==> src/rtl/coffee_brew_sequencer.sv <==
// coffee_brew_sequencer
//   Brew sequencer for the coffee maker. It takes the 1 Hz square wave from
//   clock_divisor, turns each rising edge into a single-cycle second tick, and
//   steps the brew sequence IDLE -> HEAT -> BREW -> DONE. Each timed phase is
//   a down-counter that is loaded on entry and checked for terminal count (1)
//   on every tick.
//
//   Ports
//     clk           in   system clock (100 MHz)
//     rst           in   synchronous active-high reset
//     tick_in       in   1 Hz square wave, already in the clk domain
//     start         in   begin a brew cycle (level, sampled every clk)
//     cancel        in   abort the current cycle (level, beats start/tick)
//     heater_en     out  heater on (HEAT, BREW)
//     pump_en       out  pump on (BREW)
//     busy          out  high in HEAT or BREW
//     done          out  high in DONE
//     phase         out  state code IDLE=0 HEAT=1 BREW=2 DONE=3
//     seconds_left  out  remaining ticks in the current timed phase
//
//   State | meaning
//   ------+----------------------------------------------------------
//   IDLE  | nothing running, waiting for start
//   HEAT  | heater on, counting down HEAT_SECS ticks
//   BREW  | heater and pump on, counting down BREW_SECS ticks
//   DONE  | cycle complete, held until start or cancel

module coffee_brew_sequencer #(
  parameter int HEAT_SECS = 30,
  parameter int BREW_SECS = 45,
  parameter int CNT_W     = 8
) (
  input  logic             clk,
  input  logic             rst,
  input  logic             tick_in,
  input  logic             start,
  input  logic             cancel,
  output logic             heater_en,
  output logic             pump_en,
  output logic             busy,
  output logic             done,
  output logic [1:0]       phase,
  output logic [CNT_W-1:0] seconds_left
);

  localparam longint CNT_MAX = (64'd1 << CNT_W) - 64'd1;

  // Phase lengths must fit the counter and be non-zero; a zero length would
  // need a decrement below 1, which the terminal-count scheme never does.
  if (HEAT_SECS < 1 || longint'(HEAT_SECS) > CNT_MAX) begin : g_bad_heat
    $error("coffee_brew_sequencer: HEAT_SECS out of range 1..2^CNT_W-1");
  end
  if (BREW_SECS < 1 || longint'(BREW_SECS) > CNT_MAX) begin : g_bad_brew
    $error("coffee_brew_sequencer: BREW_SECS out of range 1..2^CNT_W-1");
  end

  localparam logic [CNT_W-1:0] HEAT_LOAD = CNT_W'(HEAT_SECS);
  localparam logic [CNT_W-1:0] BREW_LOAD = CNT_W'(BREW_SECS);
  localparam logic [CNT_W-1:0] CNT_ONE   = CNT_W'(1);

  typedef enum logic [1:0] {
    IDLE = 2'd0,
    HEAT = 2'd1,
    BREW = 2'd2,
    DONE = 2'd3
  } state_t;

  state_t           state_q, state_d;
  logic [CNT_W-1:0] cnt_q, cnt_d;
  logic             d1, d2;
  logic             tick_p;
  logic             cnt_tc;

  // Rising-edge detect on the slow wave; one clk wide per tick_in rise.
  assign tick_p = d1 & ~d2;
  assign cnt_tc = (cnt_q == CNT_ONE);

  always_ff @(posedge clk) begin
    if (rst) begin
      state_q <= IDLE;
      cnt_q   <= '0;
      d1      <= 1'b0;
      d2      <= 1'b0;
    end else begin
      state_q <= state_d;
      cnt_q   <= cnt_d;
      d1      <= tick_in;
      d2      <= d1;
    end
  end

  always_comb begin
    state_d = state_q;
    cnt_d   = cnt_q;
    if (cancel) begin
      state_d = IDLE;
      cnt_d   = '0;
    end else begin
      unique case (state_q)
        IDLE, DONE: begin
          // A tick landing in the start cycle is dropped so the first
          // phase always gets its full HEAT_SECS ticks.
          if (start) begin
            state_d = HEAT;
            cnt_d   = HEAT_LOAD;
          end
        end
        HEAT: begin
          if (tick_p) begin
            if (cnt_tc) begin
              state_d = BREW;
              cnt_d   = BREW_LOAD;
            end else begin
              cnt_d = cnt_q - CNT_ONE;
            end
          end
        end
        BREW: begin
          if (tick_p) begin
            if (cnt_tc) begin
              state_d = DONE;
              cnt_d   = '0;
            end else begin
              cnt_d = cnt_q - CNT_ONE;
            end
          end
        end
        default: begin
          state_d = IDLE;
          cnt_d   = '0;
        end
      endcase
    end
  end

  // Moore decode from registered state and counter only.
  always_comb begin
    heater_en    = 1'b0;
    pump_en      = 1'b0;
    busy         = 1'b0;
    done         = 1'b0;
    seconds_left = '0;
    unique case (state_q)
      HEAT: begin
        heater_en    = 1'b1;
        busy         = 1'b1;
        seconds_left = cnt_q;
      end
      BREW: begin
        heater_en    = 1'b1;
        pump_en      = 1'b1;
        busy         = 1'b1;
        seconds_left = cnt_q;
      end
      DONE: begin
        done = 1'b1;
      end
      default: begin
      end
    endcase
  end

  assign phase = state_q;

endmodule
==> config.mk <==
export PLATFORM = sky130hd
export DESIGN_NAME = coffee_brew_sequencer
export DESIGN_NICKNAME = d
export VERILOG_FILES = /design/src/rtl/coffee_brew_sequencer.sv
export SDC_FILE = /design/constraint.sdc
export NUM_CORES = 1
export LEC_CHECK = 0
export CAP_MARGIN = 15
export CORE_MARGIN = 8
export CORE_UTILIZATION = 52
export CTS_CLUSTER_DIAMETER = 80
export DETAILED_ROUTE_END_ITERATION = 8
export PLACE_DENSITY_LB_ADDON = 0.08
export SLEW_MARGIN = 20
export SYNTH_ARGS = -nofsm -noshare
export SYNTH_HDL_FRONTEND = slang
export SYNTH_SLANG_ARGS = --single-unit
==> constraint.sdc <==
create_clock -name clk -period 3.4 [get_ports clk]
set_clock_uncertainty 0.15 [all_clocks]
set_input_delay 0.34 -clock clk [delete_from_list [all_inputs] [get_ports clk]]
set_output_delay 0.34 -clock clk [all_outputs]
set_load 0.03 [all_outputs]
# Yosys cells after proc, flatten, opt, wreduce, memory -nomap -nowiden
# Index checks and enable logic that the tools add are counted.
op_classes:
  n_addsub: 1
  eq_ne: 9
  n_mux: 16
  bitwise_logic: 2
  reduce_logical: 6
ops:
  columns: ["operator", "count"]
  rows:
  - ["8-bit 2-to-1 mux", 6]
  - ["8-bit one-hot mux with 3 select lines", 1]
  - ["2-bit 2-to-1 mux", 5]
  - ["2-bit inequality test, second input constant", 5]
  - ["8-bit by 1-bit == test with 1-bit output, second input constant", 1]
  - ["8-bit by 1-bit subtractor with 8-bit output, second input constant", 1]
  - ["2-bit one-hot mux with 3 select lines", 1]
  - ["2-bit OR reduction", 3]
  - ["5-bit AND reduction", 1]
  - ["2-bit == test, second input constant", 2]
  - ["1-bit 2-to-1 mux", 3]
  - ["3-bit AND reduction", 1]
  - ["2-bit by 1-bit == test with 1-bit output, second input constant", 1]
  - ["2-bit zero test", 1]
  - ["1-bit bitwise AND", 1]
  - ["1-bit NOT", 1]
word_totals:
  ff_bits: 12
  inputBits: 5
  out_inout_bits: 14
  wordCells: 38

# Depth between registers and ports, before layout
# Gate-level depths: netlist of run 1.
depth:
  word_depth: 4
  mapped_depth: 7
  mapped_depth_nobuf: 6

# Least setup slack after synthesis of run 1
# Ideal clock, no wire load.
synth_path:
  path_kind: "reg-to-reg"
  from: "reg state_q[0] (netlist: phase[0])"
  to: "reg cnt_q[5]"
  setup_time_ns: 0.086
  t_arrival_ns: 1.901
  required_ns: 3.164
  setup_slack_ns: 1.262
  path_stages_with_launch: 8
  n_path_buf: 1
  synth_period_minus_slack_ns: 2.138
  cell_sequence: "dfxtp_1 inv_1 ha_1 buf_4 inv_2 o22ai_1 nand3_1 a221oi_2"
synth_via:
  elab_chain_len: 4
  elab_cells_between_ends: 10
  cone_classes: "eq/ne (6); mux (1); reduce/logical (3)"
synth_rtl:
  columns: ["element", "line", "source"]
  rows:
  - ["start: declaration", "68", "state_t state_q, state_d;"]
  - ["start signal: assignment", "85", "state_q <= state_d;"]
  - ["2-bit == test / 2-bit zero test (equally long branches)", "99", "unique case (state_q)"]
  - ["2-bit OR reduction", "99", null]
  - ["2-bit inequality test (no line)", null, null]
  - ["3-bit AND reduction (no line)", null, null]
  - ["end signal: assignment", "86", "cnt_q <= cnt_d;"]
  - ["end: declaration", "69", "logic [CNT_W-1:0] cnt_q, cnt_d;"]
# Several ways; a longest one is shown, not always the timed one.
# A chain may end at the register's enable or synchronous reset.

# Final worst setup path of run 1
layout_path:
  from: "reg state_q[0] (netlist: phase[0])"
  to: "out seconds_left[3]"
layout_via:
  elab_chain_len: 3
  elab_cells_between_ends: 4
  cone_classes: "eq/ne (2); mux (1); reduce/logical (1)"
layout_rtl:
  columns: ["element", "line", "source"]
  rows:
  - ["2-bit == test / 2-bit by 1-bit == test with 1-bit output (equally long branches)", "143", "unique case (state_q)"]
  - ["2-bit OR reduction (no line) (*)", null, null]
  - ["8-bit 2-to-1 mux (*)", "143", null]
  - ["end: declaration", "43", "output logic [CNT_W-1:0] seconds_left"]
# Every way passes the cells marked *; elsewhere a longest branch is shown, timed or not.

==> flow_summary.json, run 1 <==
{
  "status": "completed",
  "drtPass1Iterations": 4,
  "combinationalPowerShare": 0.306,
  "syn_area_um2": 819.5,
  "ant_nets": 0,
  "grt_util_met1": 0.1239,
  "globalplace.congestion": 0.7979,
  "drv_cap": 0,
  "met2_usage": 0.2244,
  "max_slew.worst_pin.slew_ns": 0.6100,
  "vdd_drop_max_v": 0.0002966,
  "insertion_delay_ns": 0.28,
  "path_delay_family": "buffers and inverters",
  "crit_type": "flop to primary output",
  "ys_seq_elements": 12,
  "dieArea_um2": 3102,
  "fill_cells": 124,
  "cts.reportedPaths.clkPinSlew_ns": 0.07,
  "slew_violations": 0,
  "routed-via-count": 770,
  "p_int_mw": 0.2601,
  "drc": 0,
  "grtUsageMet3": 0.05479,
  "clk_path_buf_depth": 2,
  "drive_above_1_share": 0.1304,
  "htree_levels": 1,
  "grtUsageTotal": 0.1272,
  "final_hold_viol_count": 0,
  "power_frac_seq": 0.406,
  "syn_area_per_cell_um2": 8.449,
  "fin_crit_sh": 0.7619,
  "wire_per_inst_um": 14.87,
  "hold_slack_ns": 0.3213,
  "via_per_inst": 5.878,
  "cp_cell_sequence": "inv_1, ha_1, nor2b_1, clkdlybuf4s50_1",
  "final_util": 0.6933,
  "cts_tree": "done",
  "root_buffer": "clkbuf_4",
  "startpoint_type": "flop",
  "area_growth_syn_to_layout_pct": 25.95,
  "crit_buf_inv": 2,
  "die_w_um": 55.70,
  "endpoint_kind": "primary output",
  "switching_share": 0.3299,
  "ctsResizeCount": 0,
  "grt_pass1_vias": 798,
  "synthDistinctLibCells": 39,
  "place_hpwl_um": 1503,
  "antenna_found_initial": 0,
  "rows": 14,
  "dp_cells": 127,
  "cts_setup_buffers": 0,
  "first_iter_violations": 12,
  "fin_tns_setup_ns": 0,
  "cp.depth": 4,
  "io_pins": 19,
  "ff2ff_path_depth": 6,
  "start_util": 0.5504,
  "critical-path-max-stage-delay_ns": 0.68,
  "cellPowerDensity_nw_per_um2": 376.1,
  "critPathMaxFanout": 10,
  "num-nets-final": 127,
  "port-buffer-count": 18,
  "gr-total-overflow": 0,
  "max_freq_mhz": 386.0,
  "fin_area_um2": 1032,
  "cp.required_ns": 2.91,
  "synth_top_cell_area_share": 0.2931,
  "fin_cells": 131,
  "layout_min_cycle_time_ns": 2.591,
  "core_region_area_um2": 1489,
  "seq_area_um2": 240.2,
  "cts_sinks": 12,
  "slowest_stage": "clkdlybuf4s50_1",
  "yosysTopAreaCell": "dfxtp_1",
  "rsz0062_at_grt": "false",
  "yosys-top-cells-area": "dfxtp_1 29%, ha_1 9.2%, nor2b_1 6.1%",
  "syn-num-nets": 108,
  "critPathArrivalTime_ns": 2.10,
  "seq_area_frac_synth": 0.2931,
  "ctsHoldBuffers": 0,
  "p_leak_nw": 0.3701,
  "netlist_instances": 97,
  "setup_viol": 0,
  "min_delay_path_depth": 1,
  "slew_headroom": 0.5934,
  "multi_input_area_um2": 529.3,
  "power_switching_mw": 0.1281,
  "yosys_warnings": 0,
  "die_height_um": 55.70,
  "grt_max_degree": 11,
  "cts_made_buffers": 3,
  "place_area_um2": 996.0,
  "grt_pass1_wl_um": 3291,
  "hold_class": "flop to flop",
  "busiest_layer": "met2",
  "diodes": 0,
  "finalWirelength_um": 1948,
  "pwr-share-clk": 0.288
}
## area by class of cell
class,count,area share
inverter,7,0.02545
multi-input combinational,74,0.5127
timing repair buffer,18,0.1745
tap,16,0.01939
clock buffer,4,0.03515
sequential,12,0.2327
## kinds of logic after synthesis
group,after synthesis,synth area share
compound gates,30,0.2565
xor+xnor,2,0.02138
simple gates,36,0.2763
fa+ha+maj,6,0.09160
buf+inv,11,0.06105
flops,12,0.2931
## power by group through the flow
stage               clock, mW  combinational, mW  sequential [mW]
CTS                     0.115              0.118            0.157
global route            0.120              0.128            0.158
floorplan                   0             0.0843            0.161
finish                  0.112              0.119            0.158
global placement            0              0.115            0.160
detailed placement          0              0.118            0.161
## placed cells by master (no fill, tap or decap), types with 2 or more instances in the layout
cell             Yosys  routed
clkbuf_4             0       3
nor4_1               2       2
o21ai_0              7       7
nor2b_1              8       8
nor2_1               8       8
nand3_1              3       3
dfxtp_1             12      12
o21ai_1              3       3
a221oi_2             2       2
inv_1                6       6
nand2_1              4       4
a21oi_1              7       7
xor2_1               2       2
ha_1                 6       6
clkdlybuf4s50_1      0      18
## worst paths after layout
check | startpoint | to | slack, ns
worst min-delay path | d1 | d2 | 0.32
worst max register to register | phase[0] | cnt_q[5] | 1.11
worst min register to register | d1 | d2 | 0.32
worst max-delay path | phase[0] | seconds_left[3] | 0.81
## stage by stage
step	setup slack (ns)	power (mW)
2_1_floorplan	1.262	0.2454
3_3_place_gp	1.159	0.2749
3_5_place_dp	1.082	0.2784
4_1_cts	0.7813	0.3910
5_1_grt	0.6734	0.4067
6_report	0.8095	0.3882
## sequential cells by signal, summed over array words and instances, names as in the netlist
register	flops
cnt_q	8
d1	1
d2	1
phase	2
## synthesized netlist by cell type
cell and number:
nand3_1 3, o22a_1 1, or2_1 1, o22ai_1 1, nor3_2 1, nor3b_1 1
nor4b_4 1, nor2_1 8, a221oi_2 2, a21oi_1 7, ha_1 6, o311ai_1 1
a21oi_2 1, o31a_1 1, buf_2 1, nor4b_2 1, buf_4 2, and2_1 1
nand2_1 4, inv_2 1, buf_1 1, a21o_2 1, or3b_4 1, o21ai_1 3
nor4_1 2, o21ai_0 7, dfxtp_1 12, nor2b_1 8, nor3_1 1, xor2_1 2
o32ai_1 1, a31oi_1 1, nor2_2 1, nand4_1 1, inv_1 6, and3_1 1
a311oi_2 1, o21a_1 1, a21o_1 1
## metal layers
layer / vias up / wire, µm
met4: 0 / 25
met3: 4 / 132
li1: 386 / -
met1: 358 / 837
met2: 22 / 953
met5: - / 0
Power figures use the tool's default switching activity.
==> run 2, diff against run 1 <==
--- a/config.mk
+++ b/config.mk
@@ -7,7 +7,7 @@
 export LEC_CHECK = 0
 export CAP_MARGIN = 15
 export CORE_MARGIN = 8
-export CORE_UTILIZATION = 52
+export CORE_UTILIZATION = 43
 export CTS_CLUSTER_DIAMETER = 80
 export DETAILED_ROUTE_END_ITERATION = 8
 export PLACE_DENSITY_LB_ADDON = 0.08
==> constraint.sdc (replaced) <==
create_clock -name clk -period 2.35 [get_ports clk]
set_clock_uncertainty 0.15 [all_clocks]
set_input_delay 0.235 -clock clk [delete_from_list [all_inputs] [get_ports clk]]
set_output_delay 0.235 -clock clk [all_outputs]
set_load 0.03 [all_outputs]
==> flow_summary.json, run 2 (synthesis results as in run 1) <==
{
  "antenna_found_initial": 0,
  "start_util": 0.4645,
  "gr-total-overflow": 0,
  "drc": 0,
  "hold_class": "flop to flop",
  "die_w_um": 59.66,
  "drv_cap": 0,
  "final_hold_viol_count": 0,
  "place_area_um2": 1022,
  "fin_cells": 141,
  "hold_slack_ns": 0.3119,
  "cts_tree": "done",
  "final_cell_mix": "12 x dfxtp_1, 10 x dlymetal6s2s_1, 8 x nor2b_1, 8 x nor2_1, 8 x clkdlybuf4s50_1",
  "hp-start": "d1",
  "cp_cell_sequence": "inv_1, ha_1, nor2_2, o21a_1, nand3_1, a221oi_2",
  "max_slew.worst_pin.slew_ns": 0.4017,
  "ctsResizeCount": 0,
  "num-nets-final": 129,
  "grt_max_degree": 11,
  "place_hpwl_um": 1448,
  "dp_slack_ns": 0.3138,
  "whs_endpoint": "d2",
  "cts_setup_buffers": 0,
  "fill_cells": 180,
  "insertion_delay_ns": 0.27,
  "fin_area_um2": 1070,
  "cts_sinks": 12,
  "setup_ws_ns": 0.3854,
  "fin_crit_sh": 0.8360,
  "dieArea_um2": 3559,
  "r2r_slack_ns": 0.39,
  "status": "completed",
  "largest_reg_flops": 8,
  "cellPowerDensity_nw_per_um2": 492.9,
  "critPathArrivalTime_ns": 1.99,
  "rows": 15,
  "p_leak_nw": 0.5536,
  "top_register": "cnt_q",
  "drtPass1Iterations": 6,
  "slew_violations": 0,
  "ctsHoldBuffers": 0,
  "wire_per_inst_um": 13.63,
  "routed-via-count": 754,
  "grt_pass1_vias": 728,
  "dp_cells": 138,
  "htree_levels": 1,
  "final_common_cell": "dfxtp_1",
  "timing.rr.end": "cnt_q[5]",
  "die_height_um": 59.66,
  "endpoint_kind": "flop",
  "area_growth_syn_to_layout_pct": 30.53,
  "min_delay_path_depth": 1,
  "vdd_drop_max_v": 0.0002898,
  "critical-path-max-stage-delay_ns": 0.41,
  "grtUsageTotal": 0.1148,
  "slew_headroom": 0.7307,
  "cts.reportedPaths.clkPinSlew_ns": 0.08,
  "grt_pass1_wl_um": 3174,
  "cts_made_buffers": 3,
  "diodes": 0,
  "ff2ff_path_depth": 6,
  "via_per_inst": 5.348,
  "ant_nets": 0,
  "layout_min_cycle_time_ns": 1.965,
  "core_region_area_um2": 1764,
  "io_pins": 19,
  "critPathMaxFanout": 8,
  "globalplace.congestion": 0.7797,
  "root_buffer": "clkbuf_4",
  "finalWirelength_um": 1922,
  "drive_above_1_share": 0.1379,
  "port-buffer-count": 18,
  "r2r_start": "phase[1]",
  "rsz0062_at_grt": "false",
  "fin_tns_setup_ns": 0,
  "slowest_stage": "dfxtp_1",
  "cp.required_ns": 2.37,
  "first_iter_violations": 13,
  "clk_path_buf_depth": 2,
  "startpoint_type": "flop",
  "setup_viol": 0,
  "max_freq_mhz": 509.0,
  "crit_type": "flop to flop"
}
[run 2: cell count changes in the layout (fill, tap and decap cells not counted)]
cell	delta
clkbuf_8	-1
buf_4	+2
clkdlybuf4s50_1	-10
dlymetal6s2s_1	+10
[run 2: cell type report]
class	instances	area [µm²]	area share
clock buffers	3	22.52	0.02105
inverters	7	26.28	0.02456
multi-input cells	74	529.3	0.4947
flip-flops and latches	12	240.2	0.2246
well taps	25	31.28	0.02924
repair buffers	20	220.2	0.2058
[run 2: worst max path at each step]
stage	startpoint	to
floorplan	phase[0]	cnt_q[5]
CTS	phase[0]	seconds_left[6]
detailed placement	phase[0]	seconds_left[6]
global route	phase[1]	cnt_q[5]
finish	phase[1]	cnt_q[5]
global placement	phase[0]	seconds_left[7]
[run 2: metal layers]
layer  routed length [µm]  up-vias  global-route usage
met3                   93        2             0.03212
li1                     -      388                   -
met5                    0        -                   0
met1                  940      341              0.1411
met4                   19        0             0.05102
met2                  869       23              0.1800
[run 2: report_power, final]
part           switching [mW]  internal (mW)
Combinational           0.103         0.0723
Sequential             0.0114          0.213
Clock                  0.0680         0.0591
[run 2: stage by stage]
stage / util / total power [mW]
after floorplan: - / 0.3550
after global placement: 0.5794 / 0.4040
after detailed placement: 0.5794 / 0.4066
after CTS: 0.5922 / 0.5328
after global routing: 0.6064 / 0.5581
final: 0.6064 / 0.5273
[run 2: worst max-delay path, delay by kind of cell (launching register included)]
kind / cells / cell delay (ns)
AO/OA/AOI/OAI: 2 / 0.59
AND/OR/NAND/NOR: 2 / 0.41
flip-flops: 1 / 0.41
buffers and inverters: 1 / 0.10
adder cells (fa/ha/maj): 1 / 0.21
==> run 3, diff against run 2 <==
--- a/config.mk
+++ b/config.mk
@@ -7,7 +7,7 @@
 export LEC_CHECK = 0
 export CAP_MARGIN = 15
 export CORE_MARGIN = 8
-export CORE_UTILIZATION = 43
+export CORE_UTILIZATION = 48
 export CTS_CLUSTER_DIAMETER = 80
 export DETAILED_ROUTE_END_ITERATION = 8
 export PLACE_DENSITY_LB_ADDON = 0.08
==> constraint.sdc (replaced) <==
create_clock -name clk -period 1.85 [get_ports clk]
set_clock_uncertainty 0.15 [all_clocks]
set_input_delay 0.185 -clock clk [delete_from_list [all_inputs] [get_ports clk]]
set_output_delay 0.185 -clock clk [all_outputs]
set_load 0.03 [all_outputs]
==> flow_summary.json, run 3 (synthesis results as in run 1) <==
{
  "critPathArrivalTime_ns": 1.47,
  "setup_viol": 0,
  "min_delay_path_depth": 1,
  "largest_reg_flops": 8,
  "routed-via-count": 754,
  "final_hold_viol_count": 0,
  "cts_made_buffers": 3,
  "multi_input_area_um2": 566.8,
  "combinationalPowerShare": 0.328,
  "fill_cells": 154,
  "fin_area_um2": 1069,
  "seq_area_um2": 246.5,
  "slew_headroom": 0.7151,
  "diodes": 0,
  "fin_crit_sh": 0.9778,
  "drc": 0,
  "r2r_start": "phase[1]",
  "cts.reportedPaths.clkPinSlew_ns": 0.07,
  "ant_nets": 0,
  "grt_pass1_wl_um": 3532,
  "first_iter_violations": 6,
  "max_slew.worst_pin.slew_ns": 0.4264,
  "crit_buf_inv": 3,
  "pwr-share-clk": 0.282,
  "htree_levels": 1,
  "drv_cap": 0,
  "layout_min_cycle_time_ns": 1.809,
  "clk_path_buf_depth": 2,
  "dp_cells": 130,
  "cts_sinks": 12,
  "num-nets-final": 129,
  "via_per_inst": 5.627,
  "cts_setup_buffers": 0,
  "switching_share": 0.3336,
  "crit_type": "flop to primary output",
  "io_pins": 19,
  "rows": 15,
  "drtPass1Iterations": 4,
  "r2r_slack_ns": 0.07,
  "finalWirelength_um": 2025,
  "insertion_delay_ns": 0.28,
  "gr-total-overflow": 0,
  "final_cell_mix": "12 x buf_4, 9 x dfxtp_1, 8 x nor2b_1, 8 x nor2_1",
  "globalplace.congestion": 0.8073,
  "ctsHoldBuffers": 0,
  "fin_cells": 134,
  "endpoint_kind": "primary output",
  "cts_tree": "done",
  "power_frac_seq": 0.391,
  "drive_above_1_share": 0.2991,
  "area_growth_syn_to_layout_pct": 30.38,
  "p_int_mw": 0.4949,
  "grtUsageTotal": 0.1347,
  "die_height_um": 57.32,
  "max_freq_mhz": 552.8,
  "ff2ff_path_depth": 6,
  "timing.rr.end": "phase[0]",
  "start_util": 0.4906,
  "p_leak_nw": 0.4198,
  "critPathMaxFanout": 6,
  "cellPowerDensity_nw_per_um2": 695.0,
  "dieArea_um2": 3286,
  "grt_pass1_vias": 783,
  "status": "completed",
  "die_w_um": 57.32,
  "port-buffer-count": 18,
  "place_hpwl_um": 1556,
  "antenna_found_initial": 0,
  "cp_cell_sequence": "inv_1, ha_2, buf_4, nor2b_1, buf_4",
  "vdd_drop_max_v": 0.0004439,
  "startpoint_type": "flop",
  "slew_violations": 0,
  "critical-path-max-stage-delay_ns": 0.38,
  "power_switching_mw": 0.2478,
  "hold_class": "flop to flop",
  "grt_max_degree": 9,
  "hp-start": "d1",
  "final_common_cell": "buf_4",
  "root_buffer": "clkbuf_4",
  "place_area_um2": 1011,
  "slowest_stage": "dfxtp_4",
  "cpMostUsedCell": "buf_4",
  "rsz0062_at_grt": "true",
  "whs_endpoint": "d2",
  "top_register": "cnt_q",
  "path_delay_family": "buffers and inverters",
  "cp.required_ns": 1.51,
  "wire_per_inst_um": 15.11,
  "core_region_area_um2": 1670
}
[run 3: per-layer routing]
layer / track usage / routed length, µm
met1: 0.1463 / 890
met2: 0.2319 / 992
met3: 0.06054 / 134
met4: 0.03214 / 8
met5: 0 / 0
[run 3: per-stage QoR]
| stage | TNS, ns | total power [mW] | setup WS (ns) | utilization | hold slack [ns] |
|---|---|---|---|---|---|
| final | 0 | 0.7427 | 0.04109 | 0.6397 | 0.3136 |
| after global placement | 0 | 0.5201 | 0.006385 | 0.6052 | 0.2926 |
| after CTS | 0 | 0.7418 | 0.01923 | 0.6292 | 0.3072 |
| after floorplan | 0 | 0.4603 | 0.02134 | - | 0.1066 |
| after detailed placement | 0 | 0.5238 | 0.02122 | 0.6052 | 0.3031 |
| after global routing | -0.2377 | 0.7891 | -0.07646 | 0.6397 | 0.3271 |
[run 3: power groups by stage]
stage | Sequential, mW | Combinational [mW] | Clock (mW)
floorplan | 0.296 | 0.164 | 0
global placement | 0.295 | 0.226 | 0
detailed placement | 0.295 | 0.228 | 0
CTS | 0.289 | 0.231 | 0.221
global route | 0.293 | 0.264 | 0.232
finish | 0.290 | 0.243 | 0.209
[run 3: final cells by class]
class | instances | area share
flip-flops and latches | 12 | 0.2307
repair buffers | 20 | 0.1581
multi-input cells | 74 | 0.5304
inverters | 7 | 0.02693
clock buffers | 4 | 0.03396
well taps | 17 | 0.01991
[run 3: how the worst max path moves through the flow]
| stage | from | to | slack [ns] | depth (start not counted) |
|---|---|---|---|---|
| floorplan | phase[0] | cnt_q[5] | 0.02 | 7 |
| global placement | phase[1] | cnt_q[4] | 0.006 | 6 |
| detailed placement | phase[1] | cnt_q[4] | 0.02 | 6 |
| CTS | phase[0] | seconds_left[3] | 0.02 | 5 |
| global route | phase[1] | cnt_q[7] | -0.08 | 6 |
| finish | phase[0] | seconds_left[3] | 0.04 | 5 |
[run 3: worst reg2reg max path: cells and delay by family, from the launching register on]
family / cells / cell delay, ns
AOI/OAI and AO/OA: 3 / 0.64
DFF: 1 / 0.37
adders and majority gates: 1 / 0.23
and+or+nand+nor: 1 / 0.23
buffers and inverters: 1 / 0.08
[run 3: repair_timing]
item                       CTS  global route
setup endpoints to repair    2            12
pin swaps                    0             1
gates resized for setup      2             5
cloned                       0             0
